--- src/rtl/common_lib_rdy_vld_to_pulse.sv ---
// Purpose: replays rdy/vld commands as in_cnt single-cycle pulses, PULSE_GAP idle cycles apart.
// Latency: accept -> first out_pulse is 1 cycle (2 with COMMON_LIB_RDY_VLD_TO_PULSE_IN_PIPE_EN).
// Backpressure: in_rdy drops while pulses remain; it rises early so back-to-back commands keep uniform spacing.
// Optional build macro: COMMON_LIB_RDY_VLD_TO_PULSE_IN_PIPE_EN adds a registered input stage and a flopped in_rdy.

module common_lib_rdy_vld_to_pulse #(
   parameter int CNT_W     = 8,
   parameter int PULSE_GAP = 0
) (
   input  logic             clk,
   input  logic             s_rst_n,
   input  logic [CNT_W-1:0] in_cnt,
   input  logic             in_vld,
   output logic             in_rdy,
   output logic             out_pulse,
   output logic             out_busy,
   output logic             error
);

   localparam logic [1:0] IDLE  = 2'd0;
   localparam logic [1:0] PULSE = 2'd1;
   localparam logic [1:0] GAP   = 2'd2;

   // gap_cnt counts PULSE_GAP-1 down to 0; keep at least one bit when the gap is 0 or 1
   localparam int               GAP_W   = (PULSE_GAP > 1) ? $clog2(PULSE_GAP) : 1;
   localparam logic [GAP_W-1:0] GAP_INI = GAP_W'((PULSE_GAP > 0) ? PULSE_GAP - 1 : 0);

   logic [1:0]       state, state_nxt;
   logic [CNT_W-1:0] rem, rem_nxt;       // pulses still owed after the current one
   logic [GAP_W-1:0] gap_cnt, gap_nxt;
   logic             tail, tail_nxt;     // gap after the last pulse of a command
   logic             err_nxt;
   logic             fsm_rdy;
   logic             cmd_vld;
   logic [CNT_W-1:0] cmd_cnt;
   logic             cmd_take;
   logic             pulse_q, busy_q, err_q;

   // FSM can take a command when nothing (including a trailing gap) is left to emit
   assign fsm_rdy = (state == IDLE)
                 || ((state == PULSE) && (rem == '0) && (PULSE_GAP == 0))
                 || ((state == GAP) && tail && (gap_cnt == '0));

   assign cmd_take = cmd_vld && fsm_rdy;

`ifdef COMMON_LIB_RDY_VLD_TO_PULSE_IN_PIPE_EN
   logic             stg_vld, stg_vld_nxt;
   logic [CNT_W-1:0] stg_cnt;
   logic             in_rdy_q;
   logic             fsm_rdy_nxt;
   logic             stg_load;

   assign cmd_vld  = stg_vld;
   assign cmd_cnt  = stg_cnt;
   assign in_rdy   = in_rdy_q;
   assign stg_load = in_vld && in_rdy_q;

   // stage holds a command until the FSM takes it; a new one may land in the same cycle
   assign stg_vld_nxt = (stg_vld && !fsm_rdy) || stg_load;

   // predict next-cycle FSM readiness so a full stage can still accept when it will drain
   assign fsm_rdy_nxt = (state_nxt == IDLE)
                     || ((state_nxt == PULSE) && (rem_nxt == '0) && (PULSE_GAP == 0))
                     || ((state_nxt == GAP) && tail_nxt && (gap_nxt == '0));

   // input stage valid and registered ready
   always_ff @(posedge clk) begin
      if (!s_rst_n) begin
         stg_vld  <= 1'b0;
         in_rdy_q <= 1'b1;
      end else begin
         stg_vld  <= stg_vld_nxt;
         in_rdy_q <= !stg_vld_nxt || fsm_rdy_nxt;
      end
   end

   // input stage data, captured only on transfer
   always_ff @(posedge clk) begin
      if (stg_load) begin
         stg_cnt <= in_cnt;
      end
   end
`else
   assign cmd_vld = in_vld;
   assign cmd_cnt = in_cnt;
   assign in_rdy  = fsm_rdy;
`endif

   // next-state logic; a command is only ever taken where the default next state is IDLE
   always_comb begin
      state_nxt = state;
      rem_nxt   = rem;
      gap_nxt   = gap_cnt;
      tail_nxt  = tail;
      err_nxt   = 1'b0;
      case (state)
         PULSE: begin
            if (rem != '0) begin
               rem_nxt = rem - CNT_W'(1);
               if (PULSE_GAP == 0) begin
                  state_nxt = PULSE;
               end else begin
                  state_nxt = GAP;
                  gap_nxt   = GAP_INI;
                  tail_nxt  = 1'b0;
               end
            end else if (PULSE_GAP != 0) begin
               state_nxt = GAP;
               gap_nxt   = GAP_INI;
               tail_nxt  = 1'b1;
            end else begin
               state_nxt = IDLE;
            end
         end
         GAP: begin
            if (gap_cnt != '0) begin
               gap_nxt = gap_cnt - GAP_W'(1);
            end else if (!tail) begin
               state_nxt = PULSE;
            end else begin
               state_nxt = IDLE;
            end
         end
         default: state_nxt = IDLE;
      endcase
      if (cmd_take) begin
         if (cmd_cnt != '0) begin
            state_nxt = PULSE;
            rem_nxt   = cmd_cnt - CNT_W'(1);
            tail_nxt  = 1'b0;
         end else begin
            err_nxt = 1'b1;
         end
      end
   end

   // state registers and registered outputs
   always_ff @(posedge clk) begin
      if (!s_rst_n) begin
         state   <= IDLE;
         rem     <= '0;
         gap_cnt <= '0;
         tail    <= 1'b0;
         pulse_q <= 1'b0;
         busy_q  <= 1'b0;
         err_q   <= 1'b0;
      end else begin
         state   <= state_nxt;
         rem     <= rem_nxt;
         gap_cnt <= gap_nxt;
         tail    <= tail_nxt;
         pulse_q <= (state_nxt == PULSE);
         busy_q  <= (state_nxt != IDLE);
         err_q   <= err_nxt;
      end
   end

   assign out_pulse = pulse_q;
   assign out_busy  = busy_q;
   assign error     = err_q;

endmodule

--- config.mk ---
export PLATFORM = sky130hd
export DESIGN_NAME = common_lib_rdy_vld_to_pulse
export DESIGN_NICKNAME = d
export VERILOG_FILES = /design/src/rtl/common_lib_rdy_vld_to_pulse.sv
export SDC_FILE = /design/constraint.sdc
export NUM_CORES = 1
export LEC_CHECK = 0
export CORE_UTILIZATION = 55
export CTS_BUF_LIST = sky130_fd_sc_hd__clkbuf_8
export CTS_CLUSTER_SIZE = 28
export DETAILED_ROUTE_END_ITERATION = 12
export GPL_TIMING_DRIVEN = 0
export PLACE_DENSITY = 0.95
export SLEW_MARGIN = 10
export SYNTH_ARGS = -nofsm -noshare
export SYNTH_HDL_FRONTEND = slang
export SYNTH_SLANG_ARGS = --single-unit
--- constraint.sdc ---
create_clock -name clk -period 6.3 [get_ports clk]
set_input_delay 0.63 -clock clk [delete_from_list [all_inputs] [get_ports clk]]
set_output_delay 0.63 -clock clk [all_outputs]
set_load 0.01 [all_outputs]
==> impl_metrics.json, run 1 <==
{
  "fin_ws_ns": 3.29,
  "layout_common_cells": "14 x clkdlybuf4s50_1, 10 x dfxtp_1, 6 x inv_1, 6 x nor3_1, 5 x nor2_1",
  "detail_route.first_pass.iterations": 4,
  "postSynthAreaPerCell_um2": 8.69,
  "drc": 0,
  "critPathTopFamily": "buffers and inverters",
  "antenna_found_initial": 0,
  "synth_top_family_by_area": "simple AND/OR/NAND/NOR gates",
  "viasPerCell": 6.38,
  "cp-end-kind": "output pin",
  "slew_headroom_pct": 74.0,
  "rsz0062_at_grt": "false",
  "clock-sinks": 10,
  "status": "complete, no violations",
  "start_util_pct": 63.0,
  "mappedNetlistArea_um2": 747,
  "grt_pass1_vias": 675,
  "cp.buffers_inverters": 3,
  "grt_max_degree": 10,
  "finalCritPeriodShare_pct": 47.7,
  "min_path_type": "reg2reg",
  "clock_latency_ns": 0.24,
  "cts_hold_buf": 0,
  "diodes": 0,
  "area_growth_pct": 26.6,
  "hold_viol": 0,
  "row_count": 12,
  "pwr_density_cell_nw_per_um2": 233,
  "fin_skew_ns": 0.00399,
  "dr_total_vias": 747,
  "dieArea_um2": 1510,
  "ctsResizeCount": 0,
  "grt-ovfl-total": 0,
  "cp_max_fo": 9,
  "die_h_um": 38.9,
  "synthAdderAreaFrac_pct": 5.03,
  "numPortBuffers": 14,
  "seq_area_frac_synth_pct": 26.8,
  "synth-xor-area-share_pct": 5.86,
  "setup_viol": 0,
  "die_w_um": 38.9,
  "wl_um": 1740,
  "post-cts-setup-buffer-count": 0,
  "stdcell_count": 117,
  "drtIter0Drc": 17,
  "synth-compound-area-share_pct": 24.8,
  "core_area_um2": 1190,
  "syn_nets": 100,
  "ant_nets": 0,
  "cts.htree.levels": 1,
  "ios": 15,
  "max_freq_mhz": 333,
  "numPlacedInstances": 114,
  "drive_gt1_share_pct": 13.6,
  "cpPeakStageDelay_ns": 0.55,
  "finalSetupTns_ns": 0,
  "leakagePower_uw": 0.000349,
  "place.gp.congestion": 0.766,
  "worstSetupPathType": "reg2out",
  "ys_ff_latch": 10,
  "gr-usage-all-layers_pct": 28.9,
  "period_needed_ns": 3.01,
  "clockBufferDepth": 2,
  "path_cells": "inv_1 > ha_1 > or3b_2 > o31a_4 > clkinv_2 > clkdlybuf4s50_1",
  "final_common_cell": "clkdlybuf4s50_1",
  "worst_slew_pin_slew_ns": 0.388,
  "cts_buffers": 3,
  "worstPathRequired_ns": 5.67,
  "nNetsFinal": 119,
  "cap_violations": 0,
  "yosysWarnings": 0,
  "clockRootBuffer": "clkbuf_8",
  "ir_drop_mv": 0.157,
  "start_kind": "register",
  "synth-simple-area-share_pct": 26.1,
  "place_hpwl_um": 1260,
  "syn_inst": 86,
  "grt_pass1_wl_um": 2820,
  "cp_slowest_cell": "clkdlybuf4s50_1",
  "muxShareOfSynthArea_pct": 5.53,
  "hold_ws_ns": 0.523,
  "path_clk_slew_ns": 0.05,
  "post-place-ws_ns": 3.57,
  "power.total_uw": 221,
  "detail_route.wl_per_cell_um": 14.9,
  "cts_tree": "built",
  "crit_arrival_ns": 2.38,
  "n_fill_cell": 86,
  "ys_types": 37,
  "finalMaxSlewViolations": 0
}
cell usage after synthesis:
cell | count | area (um^2)
and2_1 | 1 | 6.26
or3b_2 | 2 | 17.5
nor2_1 | 5 | 18.8
o31a_1 | 3 | 26.3
nor3b_1 | 3 | 22.5
nand2b_1 | 2 | 12.5
clkbuf_1 | 1 | 3.75
xnor2_1 | 4 | 35.0
nor2_2 | 1 | 6.26
nor3_1 | 6 | 30.0
mux2_2 | 1 | 11.3
xor2_1 | 1 | 8.76
dfxtp_1 | 10 | 200
clkinv_2 | 1 | 5.00
mux2i_1 | 3 | 30.0
buf_4 | 1 | 7.51
and3_1 | 1 | 6.26
o21ai_0 | 2 | 10.0
a221oi_1 | 3 | 26.3
a211oi_1 | 1 | 7.51
o31ai_4 | 1 | 21.3
a21boi_0 | 1 | 7.51
inv_1 | 6 | 22.5
o31ai_1 | 1 | 7.51
or4_4 | 1 | 11.3
buf_2 | 1 | 5.00
nand2_1 | 4 | 15.0
a21oi_1 | 3 | 15.0
or3_1 | 2 | 12.5
a221oi_2 | 1 | 15.0
o41a_1 | 1 | 11.3
o31a_4 | 1 | 17.5
nor4_1 | 4 | 25.0
ha_1 | 3 | 37.5
o311a_1 | 2 | 20.0
nand4_1 | 1 | 6.26
nand3_1 | 1 | 5.00
sequential cells by signal (all words and copies together) (netlist names):
| signal | count |
|---|---|
| state | 1 |
| rem | 8 |
| error | 1 |
report_power, final:
group          switching [uW]  internal, uW  leakage, uW
clock network            24.5          41.8    0.0000216
registers                7.02          70.9    0.0000829
logic                    39.6          36.8     0.000245
worst min-delay path, cell delays in order (launching register included):
cell      delay (ns)
dfxtp_1         0.33
nand2_1         0.07
a221oi_1        0.06
cell type report:
| type | instances | area [um^2] | share of cell area (%) |
|---|---|---|---|
| Multi-Input combinational cell | 66 | 503 | 53.2 |
| Sequential cell | 10 | 200 | 21.2 |
| Timing Repair Buffer | 14 | 140 | 14.8 |
| Clock buffer | 3 | 41.3 | 4.37 |
| Inverter | 7 | 27.5 | 2.91 |
| Tap cell | 14 | 17.5 | 1.85 |
| Buffer | 3 | 16.3 | 1.72 |
through the flow:
step | instance area [um^2] | util [%]
finish | 946 | 79.7
global route | 946 | 79.7
CTS | 946 | 79.7
detailed placement | 905 | 76.3
global placement | 905 | 76.3
floorplan | 747 | -
worst paths after layout:
path	startpoint	endpoint	slack, ns	cells after the start
max	rem[0]	in_rdy	3.29	6
min	rem[1]	rem[1]	0.52	2
max reg2reg	rem[0]	rem[1]	4.04	7
min reg2reg	rem[1]	rem[1]	0.52	2
layer usage:
layer / vias to the layer above / global-route usage, % / routed length (um)
li1: 363 / - / -
met1: 342 / 30.5 / 743
met2: 34 / 49.2 / 841
met3: 8 / 8.67 / 95
met4: 0 / 18.1 / 59
met5: - / 0 / 0
kinds of logic after synthesis:
family	Yosys count
DFF	10
muxes	4
AOI/OAI and AO/OA	20
buffers and inverters	10
and+or+nand+nor	34
adders and majority gates	3
xor gates and xnor gates	5
(Power assumes the default switching activity.)
==> run 2: changes to the inputs <==
- CORE_UTILIZATION: 55 -> 47
- PLACE_DENSITY: 0.95 -> 0.87
- clock period: 6.3 -> 2.55 ns (I/O delays scaled with it)
==> impl_metrics.json, run 2 (synthesis results as in run 1) <==
{
  "detail_route.wl_per_cell_um": 15.0,
  "cpPeakStageDelay_ns": 0.51,
  "critPathTopFamily": "simple AND/OR/NAND/NOR gates",
  "min_path_type": "reg2reg",
  "cap_violations": 0,
  "top_register": "rem",
  "clockRootBuffer": "clkbuf_8",
  "grt_pass1_wl_um": 3120,
  "ir_drop_mv": 0.325,
  "setup_viol": 0,
  "crit_arrival_ns": 2.12,
  "die_h_um": 41.9,
  "leakagePower_uw": 0.000356,
  "antenna_found_initial": 0,
  "cts_buffers": 3,
  "area_growth_pct": 28.6,
  "rsz0062_at_grt": "false",
  "layout_common_cells": "13 x clkdlybuf4s50_1, 10 x dfxtp_1, 6 x inv_1, 6 x nor3_1, 5 x nor2_1",
  "drive_gt1_share_pct": 14.4,
  "ios": 15,
  "cp_max_fo": 9,
  "gr-usage-all-layers_pct": 23.2,
  "path_clk_slew_ns": 0.05,
  "finalSetupTns_ns": 0,
  "cp.buffers_inverters": 3,
  "place.gp.congestion": 0.796,
  "worstSetupPathType": "reg2out",
  "post-cts-setup-buffer-count": 0,
  "finalCritPeriodShare_pct": 93.0,
  "row_count": 14,
  "diodes": 0,
  "viasPerCell": 6.26,
  "clock_latency_ns": 0.24,
  "start_kind": "register",
  "cts.htree.levels": 1,
  "start_util_pct": 50.2,
  "post-place-ws_ns": 0.202,
  "utilization_pct": 64.5,
  "place_hpwl_um": 1340,
  "hold_viol": 0,
  "slew_headroom_pct": 74.0,
  "cp_slowest_cell": "or3b_2",
  "grt_pass1_vias": 762,
  "status": "complete, no violations",
  "fin_skew_ns": 0.00210,
  "dieArea_um2": 1750,
  "finalMaxSlewViolations": 0,
  "final_common_cell": "clkdlybuf4s50_1",
  "core_area_um2": 1490,
  "detail_route.first_pass.iterations": 4,
  "grt_max_degree": 10,
  "cp-end-kind": "output pin",
  "worst_slew_pin_slew_ns": 0.387,
  "numPortBuffers": 14,
  "drc": 0,
  "cts_tree": "built",
  "pwr_density_cell_nw_per_um2": 606,
  "clock-sinks": 10,
  "drtIter0Drc": 16,
  "dr_total_vias": 751,
  "grt-ovfl-total": 0,
  "period_needed_ns": 2.37,
  "die_w_um": 41.9,
  "nNetsFinal": 119,
  "wl_um": 1800,
  "largest_reg_flops": 8,
  "worstPathRequired_ns": 2.30,
  "max_freq_mhz": 422,
  "clockBufferDepth": 2,
  "path_cells": "inv_1 > ha_1 > or3b_2 > o31a_4 > clkinv_2 > dlygate4sd2_1",
  "fin_ws_ns": 0.180,
  "ant_nets": 0
}
==> run 2: cell count changes in the layout (fill, tap and decap cells not counted) <==
cell,delta
clkbuf_8,+1
dlygate4sd2_1,+1
clkdlybuf4s50_1,-1
==> run 2: path summary, 6_finish.rpt <==
| check | from | endpoint | depth (start not counted) | slack (ns) |
|---|---|---|---|---|
| max reg2reg | rem[0] | rem[1] | 7 | 0.25 |
| max | rem[0] | in_rdy | 6 | 0.18 |
| min | rem[1] | rem[1] | 2 | 0.50 |
| min reg2reg | rem[1] | rem[1] | 2 | 0.50 |
==> run 2: area by class of cell <==
class                   count  area (um^2)
fillers                   125          528
multi-input cells          66          503
flip-flops and latches     10          200
repair buffers             14          139
clock buffers               4         55.1
inverters                   7         27.5
well taps                  16         20.0
plain buffers               3         16.3
==> run 2: layer usage <==
| layer | vias to the layer above | global-route usage (%) | wire, um |
|---|---|---|---|
| met5 | - | 0 | 0 |
| met4 | 0 | 12.3 | 53 |
| met3 | 7 | 1.30 | 74 |
| met2 | 26 | 43.4 | 968 |
| met1 | 351 | 25.7 | 707 |
| li1 | 367 | - | - |
==> run 2: what timing repair did <==
action | 4_1_cts | 5_1_grt
setup endpoints to repair | 1 | 0
resized for setup | 1 | 0
hold buffers | 0 | 0
==> run 2: where the power goes <==
part | internal, uW | switching (uW) | total, uW
clock network | 136 | 65.5 | 201
logic | 89.4 | 98.9 | 188
registers | 175 | 17.6 | 193
total | 400 | 182 | 582
==> run 2: per-stage QoR <==
stage               hold WS, ns  power (uW)  instance area, um^2  std cells
floorplan                 0.384         319                  747         86
global placement          0.488         372                  907        116
detailed placement        0.505         378                  907        116
CTS                       0.512         582                  961        120
global route              0.544         613                  961        120
finish                    0.503         582                  961        120
==> run 2: worst register-to-register path, stage by stage (launching register included) <==
cell,delay (ns)
dfxtp_1,0.33
inv_1,0.09
ha_1,0.20
or3b_2,0.51
o31a_4,0.34
clkinv_2,0.12
mux2_2,0.34
a221oi_1,0.26
